[src/rtl/bp_fe_bp_pkg.sv]
// Shared predictor-side types and constants for the gshare update path.
// The entry struct depends on the index width, so it is declared through a macro.
`define BP_FE_BP_DECLARE_UPD_ENTRY_S(idx_width) \
    typedef struct packed { \
        logic [idx_width-1:0] idx; \
        logic                 pred; \
    } bp_fe_bp_upd_entry_s

package bp_fe_bp_pkg;
    localparam int bht_idx_width_gp  = 10;
    localparam int upd_queue_els_gp  = 8;
endpackage

[src/rtl/bp_fe_bp_upd_fifo_ctrl.sv]
// Pointer/count bookkeeping for the update queue, including flush and sticky error.
module bp_fe_bp_upd_fifo_ctrl
    import bp_fe_bp_pkg::*;
#(
    parameter  int els_p        = upd_queue_els_gp,
    localparam int ptr_width_lp = $clog2(els_p),
    localparam int cnt_width_lp = $clog2(els_p + 1)
) (
    input  logic                    clk,
    input  logic                    reset_n,
    input  logic                    alloc_v,
    input  logic                    resolve_v,
    input  logic                    flush,
    output logic                    ready,
    output logic                    alloc_acc,
    output logic                    resolve_acc,
    output logic [ptr_width_lp-1:0] rd_ptr,
    output logic [ptr_width_lp-1:0] wr_ptr,
    output logic [cnt_width_lp-1:0] count,
    output logic                    error
);
    logic                    full;
    logic                    empty;
    logic [ptr_width_lp-1:0] rd_ptr_next;

    assign full        = (count == cnt_width_lp'(els_p));
    assign empty       = (count == '0);
    assign ready       = ~full;
    assign alloc_acc   = alloc_v & ~full & ~flush;
    assign resolve_acc = resolve_v & ~empty;
    assign rd_ptr_next = rd_ptr + ptr_width_lp'(resolve_acc);

    always_ff @(posedge clk) begin
        if (!reset_n) begin
            rd_ptr <= '0;
            wr_ptr <= '0;
            count  <= '0;
            error  <= 1'b0;
        end else begin
            rd_ptr <= rd_ptr_next;
            // Flush keeps the same-cycle resolve, then drops everything younger.
            if (flush) begin
                wr_ptr <= rd_ptr_next;
                count  <= '0;
            end else begin
                wr_ptr <= wr_ptr + ptr_width_lp'(alloc_acc);
                count  <= count + cnt_width_lp'(alloc_acc) - cnt_width_lp'(resolve_acc);
            end
            error <= error | (resolve_v & empty) | (alloc_v & full & ~flush);
        end
    end
endmodule

[src/rtl/bp_fe_bp_update_queue.sv]
// In-order queue of outstanding predictions; retires each resolved branch into
// a registered gshare update (w_v/idx_w/correct).
module bp_fe_bp_update_queue
    import bp_fe_bp_pkg::*;
#(
    parameter  int bht_idx_width_p = bht_idx_width_gp,
    parameter  int els_p           = upd_queue_els_gp,
    localparam int ptr_width_lp    = $clog2(els_p),
    localparam int cnt_width_lp    = $clog2(els_p + 1)
) (
    input  logic                       clk_i,
    input  logic                       reset_n_i,
    input  logic                       alloc_v_i,
    output logic                       alloc_ready_o,
    input  logic [bht_idx_width_p-1:0] alloc_idx_i,
    input  logic                       alloc_pred_i,
    input  logic                       resolve_v_i,
    input  logic                       resolve_taken_i,
    input  logic                       flush_i,
    output logic                       w_v_o,
    output logic [bht_idx_width_p-1:0] idx_w_o,
    output logic                       correct_o,
    output logic [cnt_width_lp-1:0]    count_o,
    output logic                       error_o
);
    `BP_FE_BP_DECLARE_UPD_ENTRY_S(bht_idx_width_p);

    logic                    alloc_acc;
    logic                    resolve_acc;
    logic [ptr_width_lp-1:0] rd_ptr;
    logic [ptr_width_lp-1:0] wr_ptr;

    bp_fe_bp_upd_entry_s     mem [els_p];
    bp_fe_bp_upd_entry_s     rd_entry;

    bp_fe_bp_upd_fifo_ctrl #(.els_p(els_p)) ctrl (
        .clk         (clk_i),
        .reset_n     (reset_n_i),
        .alloc_v     (alloc_v_i),
        .resolve_v   (resolve_v_i),
        .flush       (flush_i),
        .ready       (alloc_ready_o),
        .alloc_acc   (alloc_acc),
        .resolve_acc (resolve_acc),
        .rd_ptr      (rd_ptr),
        .wr_ptr      (wr_ptr),
        .count       (count_o),
        .error       (error_o)
    );

    // Entry contents need no reset; count alone decides what is live.
    always_ff @(posedge clk_i) begin
        if (alloc_acc)
            mem[wr_ptr] <= '{idx: alloc_idx_i, pred: alloc_pred_i};
    end

    assign rd_entry = mem[rd_ptr];

    always_ff @(posedge clk_i) begin
        if (!reset_n_i) begin
            w_v_o     <= 1'b0;
            idx_w_o   <= '0;
            correct_o <= 1'b0;
        end else begin
            w_v_o <= resolve_acc;
            if (resolve_acc) begin
                idx_w_o   <= rd_entry.idx;
                correct_o <= (rd_entry.pred == resolve_taken_i);
            end
        end
    end
endmodule

[config.mk]
export PLATFORM = sky130hd
export DESIGN_NAME = bp_fe_bp_update_queue
export DESIGN_NICKNAME = d
export VERILOG_FILES = /design/src/rtl/bp_fe_bp_pkg.sv /design/src/rtl/bp_fe_bp_upd_fifo_ctrl.sv /design/src/rtl/bp_fe_bp_update_queue.sv
export SDC_FILE = /design/constraint.sdc
export NUM_CORES = 1
export LEC_CHECK = 0
export ABC_AREA = 1
export ABC_CLOCK_PERIOD_IN_PS = 5600
export CAP_MARGIN = 0
export CORE_MARGIN = 2
export CORE_UTILIZATION = 50
export CTS_BUF_LIST = sky130_fd_sc_hd__clkbuf_16
export DETAILED_ROUTE_END_ITERATION = 7
export PLACE_DENSITY = 0.7
export SLEW_MARGIN = 20
export SYNTH_ARGS = -nofsm -noshare
export SYNTH_HDL_FRONTEND = slang
export SYNTH_SLANG_ARGS = --single-unit
[constraint.sdc]
create_clock -name clk_i -period 5.6 [get_ports clk_i]
set_clock_uncertainty 0.1 [all_clocks]
set_input_delay 1.12 -clock clk_i [delete_from_list [all_inputs] [get_ports clk_i]]
set_output_delay 1.12 -clock clk_i [all_outputs]
set_load 0.01 [all_outputs]
After elaboration in Yosys (flattened, before gate mapping)
Memory sizes are Yosys's and may differ from the RTL's. A register that Yosys moved wholly into a read port is not among the register bits.
Cells that the tools add are included.
- add/subtract/negate cells: 4
- multipliers: 0
- divide/modulo/power cells: 0
- order comparisons: 0
- equality and inequality tests: 2
- shifts and indexed selects: 0
- multiplexer cells: 4
- bitwise operators: 12
- reduce and logical (&&, ||, !) cells: 2
- operators with widths (kind ; count):
    $add 3x1->3 ; 2
    $and 1x1->1 ; 6
    $mux 3 ; 2
    $add 4x1->4 ; 1
    $eq 4x4->1 const B ; 1
    $logic_not 4->1 ; 1
    $not 1->1 ; 4
    $sub 4x1->4 ; 1
    $mux 1 ; 2
    $or 1x1->1 ; 2
    $reduce_or 2->1 ; 1
    $eq 1x1->1 ; 1
- register bits after elaboration: 23
- bits in latches: 0
- memory bits (writable): 88
- ROM bits: 0
- bits of input ports: 17
- output and inout port bits: 18
- word-level logic and storage cells: 32
- memories kept: 1
- memories (name ; depth ; bits a word ; rd ports ; clocked after memory_dff ; wr ports ; line ; source):
    mem ; 8 ; 11 ; 1 ; 1 ; 1 ; bp_fe_bp_update_queue.sv:33 ; bp_fe_bp_upd_entry_s mem [els_p];

Longest topological paths before layout
Gate-level depths: netlist (run 1).
- word-level depth: 6
- depth in mapped cells: 12
- gate-level depth less buffers: 11

Modules after synthesis
From an unflattened synthesis (run 1), not the netlist that was laid out.
- cells, all modules: 391
- area, all modules: 4533.1 um^2
- modules (own cells, without submodules) (module ; instances ; cells each ; area an instance (um^2) ; seq. area each (um^2)):
    bp_fe_bp_update_queue ; 1 ; 321 ; 3941.3 ; 2882.8
    bp_fe_bp_upd_fifo_ctrl ; 1 ; 70 ; 591.8 ; 220.2

Worst setup path after synthesis (run 1)
Ideal clock, no wire load.
- path kind: input to register
- start point: input port resolve_v_i
- end point: register ctrl.count[2]
- library setup time: 0.118 ns
- data arrival time: 2.475 ns
- required time: 5.382 ns
- setup slack: 2.906 ns
- cell stages on the path: 9
- path buffers: 1
- cells stage by stage: nand2_2 > inv_2 > buf_2 > ha_1 > inv_1 > ha_1 > fa_1 > xnor2_1 > nor2_1
- cells in the longest elaborated chain, start to end: 2
- ends and longest elaborated chain (item ; line ; source):
    from (decl) ; bp_fe_bp_update_queue.sv:17 ; input logic resolve_v_i,
    $and 1x1->1 ; bp_fe_bp_upd_fifo_ctrl.sv:30 ; assign resolve_acc = resolve_v & ~empty;
    named net ctrl.resolve_acc ; bp_fe_bp_upd_fifo_ctrl.sv:16 ; output logic resolve_acc,
    $sub 4x1->4 ; bp_fe_bp_upd_fifo_ctrl.sv:47 ; count <= count + cnt_width_lp'(alloc_acc) - cnt_width_lp'(resolve_acc);
    to (signal assigned) ; bp_fe_bp_upd_fifo_ctrl.sv:47 ;
    to (decl) ; bp_fe_bp_upd_fifo_ctrl.sv:19 ; output logic [cnt_width_lp-1:0] count,
The timed path passes the listed nets, and every way through them passes these cells.
A chain may end at the register's enable or synchronous reset.

Worst setup path in the final report (run 1)
- start point: input port flush_i
- end point: memory mem[3][3] in the netlist's numbering (enable)
- cells in the longest elaborated chain, start to end: 4
- ends and longest elaborated chain (item ; line ; source):
    from (decl) ; bp_fe_bp_update_queue.sv:19 ; input logic flush_i,
    $not 1->1 ; bp_fe_bp_upd_fifo_ctrl.sv:29 ; assign alloc_acc = alloc_v & ~full & ~flush;
    $and 1x1->1 ; bp_fe_bp_upd_fifo_ctrl.sv:29 ;
    $mux 1 ; bp_fe_bp_update_queue.sv:53 ; if (alloc_acc)
    $mux 1 (not written as such) ; bp_fe_bp_update_queue.sv:54 ; mem[wr_ptr] <= '{idx: alloc_idx_i, pred: alloc_pred_i};
    to (decl) ; bp_fe_bp_update_queue.sv:33 ;
No other way between the ends.

==> results of run 1 <==
-- synth_stat cells (3+ instances only) --
master    count  area (um2)
nor2_1      100         375
inv_2         5        18.8
dfxtp_1      23         460
edfxtp_1     88        2640
a21oi_1      17        85.1
nand3_1      42         210
nand2_1      31         116
clkbuf_1      3        11.3
o21ai_1      40         200
inv_1        23        86.3
xnor2_1       3        26.3
ha_1          9         113
buf_2         8        40.0
buf_6         5        56.3
-- layer usage --
| metal | wire length (um) | vias to the layer above |
|---|---|---|
| met5 | 0 | - |
| met4 | 217 | 0 |
| met3 | 688 | 17 |
| met2 | 4680 | 118 |
| met1 | 4420 | 1441 |
| li1 | - | 1449 |
-- cell type report --
cell class                      instances  area (um2)
Clock buffer                           10         250
Clock inverter                          6        26.3
Fill cell                             698        3570
Inverter                               29         111
Multi-Input combinational cell        248        1180
Sequential cell                       111        3100
Tap cell                              108         135
Timing Repair Buffer                   35         348
-- worst max-delay path by stage --
stage,end,slack (ns),cells past startpoint
after floorplan,ctrl.count[2],2.91,9
after global placement,mem[3][6],2.09,6
after detailed placement,mem[1][7],1.98,6
after CTS,mem[3][7],2.35,6
after global routing,mem[1][8],2.18,6
final,mem[3][3],2.32,6
-- report_power, final --
part | internal, mW | switching (mW) | total, mW
Combinational | 0.234 | 0.375 | 0.609
Clock | 0.323 | 0.275 | 0.598
Sequential | 0.960 | 0.0377 | 0.998
-- critical path, stage by stage --
cell and delay [ns]:
clkdlybuf4s50_1 0.45, inv_2 0.09, nand2_1 0.07, a31oi_1 0.37, nand2_1 0.21, nor2_1 0.82
-- registers in the layout, summed over array words and instances (netlist names) --
name         cells
ctrl.rd_ptr      3
idx_w_o         10
ctrl.error       1
correct_o        1
w_v_o            1
mem             88
ctrl.count       4
ctrl.wr_ptr      3
-- cells by family after synthesis --
| kind of cell | after synthesis |
|---|---|
| XOR/XNOR | 3 |
| adder cells (fa/ha/maj) | 10 |
| buffers and inverters | 47 |
| flip-flops | 111 |
| AO/OA/AOI/OAI | 58 |
| AND/OR/NAND/NOR | 177 |
==> qor.csv, run 1 <==
metric,value,unit
outcome,"finished, final reports clean",
Critical Path RT,5.46,ns
Worst-path clk slew,0.07,ns
row count,34,
Critical Path Fanout Max,11,
share of layout cells above drive strength 1,5.01,%
core region area,0.00872,mm2
ANT nets after route,0,
mean post-synth cell area,11.1,um2
FMAX,305,MHz
first-pass GRT wire length,15.4,mm
total CTS buffers,9,
syn_nets,433,
initial antenna violation count,0,
slack of the worst reg-to-reg path,3.05,ns
initial core utilization,51.8,%
Initial DRC Count,351,
Ys Warns,0,
count of input and output buffers,34,
drt first pass iters,5,
Post-CTS Hold Buffers,0,
post-synthesis simple-gate area fraction,16.2,%
worst rel slew slack,30.9,%
RSZ-0062 raised after global routing,false,
total gr overflow,0,
Total GRT Usage,21.2,%
count of final max-slew check failures,0,
combinational family with the most area after synthesis,simple AND/OR/NAND/NOR gates,
met3 Track Usage GR,4.04,%
VDD IR max,207,uV
met2 GRT Util,33.1,%
Hold WC Path Type,register to register,
Post-Synth Adder-Cell Area,2.94,%
vias per inst,5.53,
most frequent cells in the layout,"nor2_1, edfxtp_1, nand3_1, o21ai_1, clkdlybuf4s50_1",
dpl ws,1.98,ns
RR Startpoint,ctrl.count[2],
Overall Power,2.20,mW
"wirelength, routed",10.0,mm
worst-skew pair later-pin latency,0.34,ns
die height,99.0,um
hpwl dp,6.71,mm
critical path endpoint category,register,
DP Area,0.00488,mm2
Final min period,3.28,ns
Worst R2R Path Depth,5,
launch point of the critical path,flush_i,
fin cells,547,
mapped cell area,0.00451,mm2
RR Endpoint,mem[3][3],
largest net degree at the start of global routing,47,
critical path launch point type,primary input,
DRC,0,
final setup fails,0,
Worst Hold Path Cells,2,
Sum Neg Setup Slack,0,ns
CTS root buf,clkbuf_16,
area grow syn2layout,14.2,%
asr flop ratio synth,0,%
WS Path Type,primary input to register,
ant diodes,0,
IO Count,35,
post-synthesis sequential area ratio,68.8,%
final core utilization,59.1,%
Hold Path End,idx_w_o[9],
vias in the first global route,2866,
die area,0.00980,mm2
MaxCap Viol Count,0,
Critical Path AT,3.14,ns
final worst slack,2.32,ns
"commonest non-fill, non-tap cell in the layout",nor2_1,
final worst path period share,58.5,%
Synth Register Bits,111,
H-Tree Depth,3,
post_cts resized,0,
die width,99.0,um
number of synthesized flops with an enable pin,88,
post-synth cell types,23,
Final Hold Violating Endpoints,0,
Cells after Synth,406,
mux contribution to synthesized area,0,%
xor and xnor fraction of the mapped netlist area,0.582,%
post-route cell area,0.00515,mm2
Clock Sinks,111,
worst hold slack,0.369,ns
WL/cell,18.3,um
HP Start,idx_w_o[9],
compound-cell area share of the yosys netlist,6.46,%
GPL Wtd Cong,0.832,
CTS tree,yes,
via count,3025,
post-CTS setup buffers,0,
GRT met1 Usage,30.1,%
Leak Pwr,1.85,nW
grt peak-use layer,met2,
main flop type after synthesis,edfxtp_1,
Final nets,461,
Clock Path Buffers,2,
measured slew at the worst slew-check pin,1.03,ns
placed cell count,531,
PwrDens,428,mW/mm2
Note: power is estimated with default switching activity, not from simulation.
==> inputs of run 2 (changes only) <==
ABC_CLOCK_PERIOD_IN_PS = 3000   (was 5600)
PLACE_DENSITY = 0.73   (was 0.7)
clock period = 3 ns   (was 5.6 ns; I/O delays follow)
==> qor.csv, run 2 (same netlist as run 1, synthesis figures left out) <==
metric,value,unit,change
outcome,"finished, final reports clean",,
"wirelength, routed",9.52,mm,-4.8%
FMAX,426,MHz,
max reg flops,88,,unchanged
H-Tree Depth,3,,unchanged
largest net degree at the start of global routing,47,,unchanged
first-pass GRT wire length,15.3,mm,-0.80%
Leak Pwr,1.93,nW,+4.1%
post_cts resized,0,,unchanged
vias in the first global route,3018,,+5.3%
Final min period,2.35,ns,
Final nets,477,,+3.5%
total gr overflow,0,,unchanged
vias per inst,5.24,,-5.2%
initial core utilization,51.8,%,unchanged
critical path launch point type,register,,
IO Count,35,,unchanged
count of final max-slew check failures,0,,unchanged
Biggest register,mem,,
MaxCap Viol Count,0,,unchanged
core region area,0.00872,mm2,unchanged
"commonest non-fill, non-tap cell in the layout",nor2_1,,
hpwl dp,6.47,mm,-3.6%
worst rel slew slack,64.1,%,+33 points
final setup fails,0,,unchanged
measured slew at the worst slew-check pin,0.538,ns,-0.495 ns
fin cells,563,,+2.9%
Total GRT Usage,20.8,%,-0.44 points
PwrDens,792,mW/mm2,+85%
initial antenna violation count,0,,unchanged
critical path endpoint category,output port,,
GPL Wtd Cong,0.798,,-4.1%
die height,99.0,um,unchanged
final-layout fill cell count,678,,-2.9%
RSZ-0062 raised after global routing,false,,
most frequent cells in the layout,"nor2_1, edfxtp_1, nand3_1, o21ai_1, clkdlybuf4s50_1",,
Overall Power,4.19,mW,+90%
drt first pass iters,4,,-1
WL/cell,16.9,um,-7.5%
via count,2951,,-2.4%
post-CTS setup buffers,0,,unchanged
die area,0.00980,mm2,unchanged
area grow syn2layout,17.3,%,
Critical Path Fanout Max,3,,-8
VDD IR max,325,uV,+57%
row count,34,,unchanged
Post-CTS Hold Buffers,0,,unchanged
DRC,0,,unchanged
register area,0.00310,mm2,unchanged
Multi-input gate area,0.00118,mm2,unchanged
final worst path period share,78.3,%,
worst-skew pair later-pin latency,0.35,ns,about the same
CTS tree,yes,,
Worst-path clk slew,0.07,ns,about the same
Initial DRC Count,244,,-30%
die width,99.0,um,unchanged
Sum Neg Setup Slack,0,ns,unchanged
Final Hold Violating Endpoints,0,,unchanged
WS Path Type,register to output port,,
Clock Sinks,111,,unchanged
CTS root buf,clkbuf_16,,
Critical Path AT,1.65,ns,-1.49 ns
share of layout cells above drive strength 1,8.57,%,+3.6 points
Critical Path RT,2.30,ns,-3.16 ns
ANT nets after route,0,,unchanged
count of input and output buffers,34,,unchanged
Hold WC Path Type,register to register,,
Clock Path Buffers,2,,unchanged
leading registers by flop count,"mem (88), idx_w_o (10), ctrl.count (4)",,
total CTS buffers,9,,unchanged
ant diodes,0,,unchanged
placed cell count,547,,+3.0%
[run 2: cell count changes in the layout (fill, tap and decap cells not counted), sizes merged]
cell,previous run,this run
buf,1,17
inv,34,31
clkinvlp,0,2
clkinv,1,2
[run 2: per-layer routing]
layer	up-vias	wire (um)	GRT usage (%)
met5	-	0	0
met2	81	4790	34.9
met1	1374	3950	26.5
met4	0	310	10.9
li1	1473	-	-
met3	23	471	2.55
[run 2: power breakdown]
group	internal (mW)	total, mW	switching, mW
clock	0.617	1.15	0.536
combinational	0.466	1.19	0.721
sequential	1.79	1.85	0.0628
total	2.87	4.19	1.32
[run 2: worst paths after layout]
path                                     from       endpoint  slack, ns  cells past startpoint
worst min-delay path               idx_w_o[1]     idx_w_o[1]       0.37                      2
worst max register to register  ctrl.count[2]  ctrl.count[2]       0.88                     11
worst max-delay path            ctrl.count[2]  alloc_ready_o       0.65                      4
worst min register to register     idx_w_o[1]     idx_w_o[1]       0.37                      2
[run 2: area by class of cell]
class | count | share of cell area, %
well taps | 108 | 2.55
multi-input cells | 248 | 22.3
flip-flops and latches | 111 | 58.6
clock buffers | 10 | 4.73
inverters | 29 | 2.10
clock inverters | 6 | 0.851
repair buffers | 51 | 8.84
[run 2: worst max-delay path, cell delays in order, from the launching register on]
cell and delay, ns:
dfxtp_1 0.34, inv_1 0.08, ha_1 0.24, nand3_1 0.11, clkdlybuf4s50_1 0.54
[run 2: through the flow]
step	area, um2	hold WS (ns)	utilization (%)	setup slack (ns)
floorplan	4510	0.388	-	0.752
global placement	5000	0.351	57.3	0.458
detailed placement	5000	0.356	57.3	0.400
CTS	5290	0.366	60.7	0.645
global route	5290	0.385	60.7	0.584
finish	5290	0.366	60.7	0.651
==> inputs of run 3 (changes only) <==
ABC_CLOCK_PERIOD_IN_PS = 2090   (was 3000)
clock period = 2.09 ns   (was 3 ns; I/O delays follow)
==> qor.csv, run 3 (same netlist as run 1, synthesis figures left out) <==
metric,value,unit,change
die height,99.0,um,unchanged
worst-skew pair later-pin latency,0.34,ns,about the same
count of final max-slew check failures,0,,unchanged
Final Hold Violating Endpoints,0,,unchanged
Final nets,487,,+2.1%
final setup fails,0,,unchanged
HP Start,idx_w_o[5],,
total CTS buffers,9,,unchanged
initial antenna violation count,0,,unchanged
vias per inst,5.28,,+0.72%
Hold Path End,idx_w_o[5],,
die area,0.00980,mm2,unchanged
Total GRT Usage,21.1,%,+0.31 points
via count,3025,,+2.5%
VDD IR max,538,uV,+65%
IO Count,35,,unchanged
die width,99.0,um,unchanged
Worst Hold Path Cells,2,,unchanged
area grow syn2layout,20.7,%,
ant diodes,0,,unchanged
RSZ-0062 raised after global routing,true,,
worst rel slew slack,69.4,%,+5.3 points
hpwl dp,6.39,mm,-1.2%
RR Startpoint,ctrl.count[2],,
RR Endpoint,ctrl.count[1],,
WL/cell,16.9,um,about the same
PwrDens,1160,mW/mm2,+46%
largest net degree at the start of global routing,47,,unchanged
drt first pass iters,4,,unchanged
Critical Path RT,2.26,ns,-0.04 ns
slack of the worst reg-to-reg path,0.07,ns,-0.81 ns
Post-CTS Hold Buffers,0,,unchanged
Critical Path AT,2.19,ns,+0.54 ns
post-route cell area,0.00545,mm2,+2.9%
first-pass GRT wire length,15.6,mm,+2.3%
DRC,0,,unchanged
count of input and output buffers,34,,unchanged
CTS tree,yes,,
final core utilization,62.5,%,+1.8 points
FMAX,495,MHz,
H-Tree Depth,3,,unchanged
ANT nets after route,0,,unchanged
Critical Path Fanout Max,3,,unchanged
Clock Path Buffers,2,,unchanged
Leak Pwr,2.00,nW,+3.6%
"commonest non-fill, non-tap cell in the layout",nor2_1,,
CTS root buf,clkbuf_16,,
most frequent cells in the layout,"nor2_1, edfxtp_1, nand3_1, o21ai_1, clkdlybuf4s50_1",,
Hold WC Path Type,register to register,,
core region area,0.00872,mm2,unchanged
"wirelength, routed",9.70,mm,+1.8%
row count,34,,unchanged
share of layout cells above drive strength 1,13.1,%,+4.5 points
Final min period,2.02,ns,
Worst-path clk slew,0.07,ns,about the same
Biggest register,mem,,
Worst R2R Path Depth,11,,unchanged
leading registers by flop count,"mem (88), idx_w_o (10), ctrl.count (4)",,
total gr overflow,0,,unchanged
critical path endpoint category,register,,
initial core utilization,51.8,%,unchanged
Initial DRC Count,155,,-36%
final worst path period share,96.7,%,
DP Area,0.00510,mm2,+2.1%
measured slew at the worst slew-check pin,0.459,ns,-0.0785 ns
MaxCap Viol Count,0,,unchanged
vias in the first global route,3072,,+1.8%
outcome,"finished, final reports clean",,
critical path launch point type,register,,
WS Path Type,register to register,,
max reg flops,88,,unchanged
Clock Sinks,111,,unchanged
GPL Wtd Cong,0.791,,-0.99%
-- run 3: cell types whose count changed in the layout (fill, tap and decap cells not counted), sizes merged --
cell,delta
dlygate4sd2,+1
inv,-1
clkdlybuf4s50,-1
clkbuf,-1
buf,+10
clkinvlp,-2
clkinv,+2
bufinv,+2
-- run 3: final cells by class --
type	count	area, um2
clock buffer	9	225
clock inverter	7	95.1
fill	648	3270
inverter	29	111
multi-input combinational	248	1230
sequential	111	3110
tap	108	135
timing repair buffer	61	542
-- run 3: timing repair --
item                       CTS  global route
pin swaps                    0             2
setup endpoints to repair    1             1
gates resized for setup      1             3
buffers inserted             0             1
-- run 3: worst max path at each step --
| stage | endpoint | slack [ns] | start | cells past startpoint |
|---|---|---|---|---|
| after floorplan | ctrl.count[1] | -0.01 | ctrl.count[2] | 12 |
| after global placement | ctrl.count[1] | -0.14 | resolve_v_i | 9 |
| after detailed placement | mem[4][4] | -0.20 | flush_i | 8 |
| after CTS | ctrl.count[1] | 0.04 | ctrl.count[2] | 11 |
| after global routing | ctrl.count[1] | -0.03 | ctrl.count[2] | 11 |
| final | ctrl.count[1] | 0.07 | ctrl.count[2] | 11 |
-- run 3: metal layers --
metal | vias up | GRT usage, % | share of wire, %
met5 | - | 0 | 0
met4 | 0 | 9.38 | 3.2
met3 | 27 | 4.54 | 5.1
met2 | 97 | 33.7 | 49
met1 | 1404 | 27.9 | 42
li1 | 1497 | - | -
-- run 3: where the power goes --
group          switching, mW  internal [mW]
logic                   1.07          0.746
registers             0.0991           2.58
clock network          0.751           1.05
total                   1.92           4.37
-- run 3: stage by stage --
step	power, mW	hold slack (ns)	TNS (ns)	std cells	setup slack (ns)
final	6.30	0.369	0	573	0.0693
after global routing	6.66	0.395	-0.0252	573	-0.0252
after CTS	6.30	0.370	0	572	0.0357
after detailed placement	4.49	0.360	-15.13	556	-0.197
after global placement	4.44	0.353	-8.48	556	-0.138
after floorplan	3.96	0.388	-0.0114	406	-0.0114
-- run 3: worst max-delay path, cell delays in order, from the launching register on --
cell and delay (ns):
dfxtp_2 0.33, inv_2 0.08, ha_4 0.14, nand3_2 0.07, nand2_2 0.08, inv_2 0.05
ha_4 0.25, inv_2 0.04, ha_4 0.16, fa_2 0.52, inv_1 0.04, nor2_2 0.10
